$ cat src/rtl/id_ex_stage.sv
// ID->EX pipeline register with load-use hazard detection, EX bubble insertion
// and a WB->ID register-file bypass on the captured operands.
module id_ex_stage #(
    parameter int unsigned DW   = 32,
    parameter int unsigned AOPW = 4,
    parameter int unsigned CNTW = 16
) (
    input  logic            clk,
    input  logic            rst_n,
    input  logic            stall_in,
    input  logic            flush_in,
    input  logic            valid_ID,
    input  logic [DW-1:0]   pc_ID,
    input  logic [4:0]      rf_raddr0_ID,
    input  logic [4:0]      rf_raddr1_ID,
    input  logic            use_rs_ID,
    input  logic            use_rt_ID,
    input  logic [DW-1:0]   rf_rdata0_ID,
    input  logic [DW-1:0]   rf_rdata1_ID,
    input  logic [DW-1:0]   imm_ID,
    input  logic [AOPW-1:0] alu_op_ID,
    input  logic            rf_wen_ID,
    input  logic [4:0]      rf_waddr_ID,
    input  logic            mem_ren_ID,
    input  logic            mem_wen_ID,
    input  logic            rf_wen_WB,
    input  logic [4:0]      rf_waddr_WB,
    input  logic [DW-1:0]   rf_wdata_WB,
    output logic            valid_EX,
    output logic [DW-1:0]   pc_EX,
    output logic [4:0]      rf_raddr0_EX,
    output logic [4:0]      rf_raddr1_EX,
    output logic [DW-1:0]   rf_rdata0_EX,
    output logic [DW-1:0]   rf_rdata1_EX,
    output logic [DW-1:0]   imm_EX,
    output logic [AOPW-1:0] alu_op_EX,
    output logic            rf_wen_EX,
    output logic [4:0]      rf_waddr_EX,
    output logic            mem_ren_EX,
    output logic            mem_wen_EX,
    output logic            load_use_stall,
    output logic [CNTW-1:0] bubble_cnt
);

    logic hazard;
    logic byp0;
    logic byp1;

    always_comb begin
        hazard = valid_EX && mem_ren_EX && rf_wen_EX && (rf_waddr_EX != '0) && valid_ID &&
                 ((use_rs_ID && (rf_raddr0_ID == rf_waddr_EX)) ||
                  (use_rt_ID && (rf_raddr1_ID == rf_waddr_EX)));
        load_use_stall = hazard && !flush_in;
        byp0 = rf_wen_WB && (rf_waddr_WB != '0) && (rf_waddr_WB == rf_raddr0_ID);
        byp1 = rf_wen_WB && (rf_waddr_WB != '0) && (rf_waddr_WB == rf_raddr1_ID);
    end

    // Bubbles clear only control/address fields; pc, data, imm and alu_op keep prior values.
    always_ff @(posedge clk or negedge rst_n) begin
        if (!rst_n) begin
            valid_EX     <= 1'b0;
            pc_EX        <= '0;
            rf_raddr0_EX <= '0;
            rf_raddr1_EX <= '0;
            rf_rdata0_EX <= '0;
            rf_rdata1_EX <= '0;
            imm_EX       <= '0;
            alu_op_EX    <= '0;
            rf_wen_EX    <= 1'b0;
            rf_waddr_EX  <= '0;
            mem_ren_EX   <= 1'b0;
            mem_wen_EX   <= 1'b0;
            bubble_cnt   <= '0;
        end else if (flush_in || (!stall_in && (hazard || !valid_ID))) begin
            valid_EX     <= 1'b0;
            rf_raddr0_EX <= '0;
            rf_raddr1_EX <= '0;
            rf_wen_EX    <= 1'b0;
            rf_waddr_EX  <= '0;
            mem_ren_EX   <= 1'b0;
            mem_wen_EX   <= 1'b0;
            if (!flush_in && hazard && (bubble_cnt != '1))
                bubble_cnt <= bubble_cnt + CNTW'(1);
        end else if (!stall_in) begin
            valid_EX     <= 1'b1;
            pc_EX        <= pc_ID;
            rf_raddr0_EX <= rf_raddr0_ID;
            rf_raddr1_EX <= rf_raddr1_ID;
            rf_rdata0_EX <= byp0 ? rf_wdata_WB : rf_rdata0_ID;
            rf_rdata1_EX <= byp1 ? rf_wdata_WB : rf_rdata1_ID;
            imm_EX       <= imm_ID;
            alu_op_EX    <= alu_op_ID;
            rf_wen_EX    <= rf_wen_ID && (rf_waddr_ID != '0);
            rf_waddr_EX  <= rf_waddr_ID;
            mem_ren_EX   <= mem_ren_ID;
            mem_wen_EX   <= mem_wen_ID;
        end
    end

endmodule

$ cat config.mk
export PLATFORM = sky130hd
export DESIGN_NAME = id_ex_stage
export DESIGN_NICKNAME = d
export VERILOG_FILES = /design/src/rtl/id_ex_stage.sv
export SDC_FILE = /design/constraint.sdc
export NUM_CORES = 1
export LEC_CHECK = 0
export CAP_MARGIN = 20
export CORE_ASPECT_RATIO = 0.7
export CORE_MARGIN = 3
export CORE_UTILIZATION = 45
export DETAILED_ROUTE_END_ITERATION = 12
export GPL_ROUTABILITY_DRIVEN = 0
export PLACE_DENSITY = 0.84
export RECOVER_POWER = 100
export SLEW_MARGIN = 20
export SYNTH_ARGS = -nofsm -noshare
export SYNTH_HDL_FRONTEND = slang
export SYNTH_SLANG_ARGS = --single-unit
$ cat constraint.sdc
create_clock -name clk -period 4.8 [get_ports clk]
set_clock_uncertainty 0.05 [all_clocks]
set_input_delay 0.96 -clock clk [delete_from_list [all_inputs] [get_ports clk]]
set_output_delay 0.96 -clock clk [all_outputs]
set_load 0.02 [all_outputs]
After elaboration in Yosys (flattened, before gate mapping). Index checks and enable logic that the tools add are counted.

Bits in registers: 167. Input port bits: 195. Output and inout port bits: 168. Logic and storage cells: 63.

$add $sub $neg: 1. Equality and inequality tests: 6. Multiplexer cells: 16. Bitwise gates (word level): 2. Reductions and logical operators: 25.

Operators with widths (number): 2-to-1 mux 32 bit (2); 2-to-1 mux 5 bit (6); == test 5 bit (4); adder 16 x 1 -> 16 bit, second input constant (1); inequality test 16 bit, second input constant (1); nonzero test 5 bit (3); logical AND 1 bit (14); 2-to-1 mux 1 bit (8); AND reduction 2 bit (2); zero test 1 bit (3); logical OR 1 bit (3); inequality test 2 x 1 -> 1 bit, second input constant (1); inverter 1 bit (2).

Longest topological paths before layout.
Depth after elaboration: 10. Depth in mapped cells: 8. Mapped depth without buffers: 6.

Worst setup path after synthesis. Ideal clock, no wire load.

Kind: input -> output. Start: input rf_raddr0_ID[3]. End: output load_use_stall. Arrival: 2.558 ns. Data required time: 3.790 ns. Setup slack: 1.232 ns. Cell stages on the path: 5. Buffers on the path: 1. Cell sequence: xor2_1 > nor4_2 > a32oi_2 > clkbuf_1 > nor4_1.

Cells in the longest elaborated chain, start to end: 5.

RTL lines: start, declared (line 14) `input logic [4:0] rf_raddr0_ID,`; == test 5 bit (line 51) `((use_rs_ID && (rf_raddr0_ID == rf_waddr_EX)) ||`; logical AND 1 bit (line 51); logical OR 1 bit (line 51); logical AND 1 bit (line 50) `hazard = valid_EX && mem_ren_EX && rf_wen_EX && (rf_waddr_EX != '0) && valid_ID &&`; logical AND 1 bit (line 53) `load_use_stall = hazard && !flush_in;`; end, declared (line 41) `output logic load_use_stall,`.

Every way passes these cells.

Worst setup path after layout.
Start: input rf_raddr1_ID[4]. End: register pc_EX[7].

Cells in the longest elaborated chain, start to end: 9.

RTL lines: start, declared (line 15) `input logic [4:0] rf_raddr1_ID,`; == test 5 bit (line 52) `(use_rt_ID && (rf_raddr1_ID == rf_waddr_EX)));`; logical AND 1 bit (line 52); logical OR 1 bit (line 51); logical AND 1 bit (line 50); logical OR 1 bit (line 74) `end else if (flush_in || (!stall_in && (hazard || !valid_ID))) begin`; logical AND 1 bit (line 74); logical OR 1 bit (line 74); inverter 1 bit (no source line); AND reduction 2 bit (no source line); end signal, assigned (line 86) `pc_EX <= pc_ID;`; end, declared (line 30) `output logic [DW-1:0] pc_EX,`.

Every way passes these cells. A chain may end at the register's enable or synchronous reset.

==> results.ini <==
[routing]
routedWlPerCell_um=21.2
drc_errors=0
viasPerCell=5.21
drt_iter0_markers=259
vias=5752
wirelength_um=23400
firstDrtPassIters=5
antenna_left=0

[worst_setup_path]
path_class=primary input to flip-flop
worst_setup_path_start_kind=primary input
cp_max_fo=41
cp.arrival_ns=4.62
end_kind=flip-flop
cp.required_ns=5.05

[clock_tree]
clk_latency_ns=0.42
postCtsHoldBufs=0
cts_sinks=167
cts_setup_buffers=0
cts.clk_slew.worst_paths_ns=0.07
postCtsResizedCells=0
clockBufferDepth=2
htree_levels=4
clockRootBuffer=clkbuf_16
cts_tree=done
numCtsBuffers=17

[synth]
synth_top_family_by_area=multiplexers
synth_compound_area_share_pct=2.63
syn_avg_cell_area_um2=15.2
synthXorXnorAreaFrac_pct=3.87
ys_seq_elements=167
synth_async_sr_flop_share_pct=100
yosys_warnings=0
postSynthCellCount=505
yosys_most_used_dff=dfrtp_1
synth-adder-area-share_pct=0.162
synth_edf_count=0
yosysSeqAreaShare_pct=54.3
synthSimpleGateAreaFrac_pct=4.32
synth_area_um2=7700
synth_cell_types=30
synth_mux_area_share_pct=32.4
synth_nets=701

[die]
fp.coreArea_um2=16500
num_rows=39
die_y_um=115
die_w_um=162
initial_utilization_pct=46.6
design.die.area_um2=18700
io_pins=363

[grt]
grt_pass1_vias=6242
grt_use_total_pct=25.1
grt_pass1_wl_um=36300
antenna_found_initial=0
grt_max_degree=90
grt-ovfl-total=0

[hold_path]
min_path_type=flip-flop to flip-flop

[timing]
fmax_mhz=229
fin_crit_ns=4.37
tightest_slew_ns=2.25
finalSetupViolCount=0
fin_setup_tns_ns=0
rsz0062_at_grt=no
slew_viol_final=89
slew_headroom_pct=-49.8
hold_ws_ns=0.432
period_share_pct=91.1
hold_violations=0

[finish]
area.sequential_um2=4180
area_delta_synth_final_pct=54.2
nNetsFinal=1063
finalInstanceArea_um2=11900
layout_commonest_cell=clkdlybuf4s50_1
final_layout_size_suffix_gt1_share_pct=19.4
multi_input_area_um2=3090
final_cells=1105
layout_common_cells=clkdlybuf4s50_1, dlygate4sd3_1, dfrtp_1
num_antenna_cells=0
fillers=1205

[job]
maxCapViolations=1

[placed_design]
placed_cell_area_um2=11500
dpl.cell_count=1073
io_buffers=362
dpl.hpwl_um=17800

[power_and_ir_drop]
power_density_nw_per_um2=369
comb_power_share_pct=27.0
p_clk_share_pct=33.3
p_sw_mw=1.28
p_seq_share_pct=39.8
leakage_nw=5.10
p_sw_share_pct=29.2
vdd_drop_max_uv=230
p_int_mw=3.10

[status]
status=finished, violations left
failed_checks=capacitance limit, slew limit

[metrics by stage]
stage / power (mW) / worst slack, ns / utilization [%]
after floorplan: 2.39 / 1.23 / -
after global placement: 3.12 / 0.723 / 69.7
after detailed placement: 3.15 / 0.629 / 69.7
after CTS: 4.63 / 0.626 / 73.5
after global routing: 4.58 / 0.300 / 71.8
final: 4.38 / 0.428 / 71.8
[state kept, by name, summed over array words and instances (netlist names), 4 cells and up]
name          cells
alu_op_EX         4
bubble_cnt       16
imm_EX           32
pc_EX            32
rf_raddr0_EX      5
rf_raddr1_EX      5
rf_rdata0_EX     32
rf_rdata1_EX     32
rf_waddr_EX       5
[power groups by stage]
stage	sequential, mW	combinational (mW)	clock [mW]
after floorplan	2.04	0.349	0
final	1.74	1.18	1.46
after CTS	1.76	1.38	1.48
after detailed placement	1.79	1.37	0
after global routing	1.77	1.25	1.56
after global placement	1.77	1.35	0
[cells by family (layout without fill, tap and decap cells)]
| kind of cell | Yosys count | in the layout |
|---|---|---|
| XOR/XNOR | 34 | 34 |
| AO/OA/AOI/OAI | 22 | 22 |
| buffers and inverters | 27 | 402 |
| flip-flops | 167 | 167 |
| adder cells (fa/ha/maj) | 1 | 1 |
| AND/OR/NAND/NOR | 56 | 56 |
| multiplexers | 198 | 198 |
[layer usage]
metal / up-vias / track usage, % / part of all wire (%)
li1: 2570 / - / -
met1: 2867 / 30.2 / 38
met2: 276 / 44.4 / 52
met3: 39 / 8.07 / 8.3
met4: 0 / 6.31 / 2.1
met5: - / 0 / 0
[worst max-delay path: stages]
cell and delay (ns):
dlygate4sd3_1 0.64, xor2_1 0.18, nor4_1 0.10, a32oi_2 0.19, clkbuf_1 0.56, o311a_1 0.98
buf_4 0.60, mux2_2 0.40
[synth_stat cells (4+ instances only)]
master	number	area, um^2
dfrtp_1	167	4180
mux2_2	127	1430
mux2_4	71	1070
xor2_1	26	228
a22o_1	17	149
nor4_1	12	75.1
buf_2	9	45.0
buf_6	9	101
xnor2_1	8	70.1
clkbuf_1	7	26.3
nand2_1	7	26.3
nand4_1	7	43.8
nor2_1	5	18.8
nor3_1	5	25.0
nand3_1	4	20.0
nor4b_1	4	35.0
[path summary, 6_finish.rpt]
check                                 startpoint               end  slack [ns]  depth (start not counted)
worst max register to register    rf_waddr_EX[3]          pc_EX[7]        1.10                          7
worst max-delay path             rf_raddr1_ID[4]          pc_EX[7]        0.43                          8
max in group asynchronous                  rst_n         pc_EX[21]        2.22                          2
worst min register to register  rf_rdata0_EX[13]  rf_rdata0_EX[13]        0.43                          1
min in group asynchronous                  rst_n        imm_EX[13]        1.12                          1
worst min-delay path            rf_rdata0_EX[13]  rf_rdata0_EX[13]        0.43                          1
[area by class of cell]
cell class                      count  area share (%)
Sequential cell                   167            35.2
Timing Repair Buffer              370            31.1
Multi-Input combinational cell    311            26.0
Clock buffer                       19            3.81
Tap cell                          225            2.37
Clock inverter                     13            1.50
(Power assumes the default switching activity.)
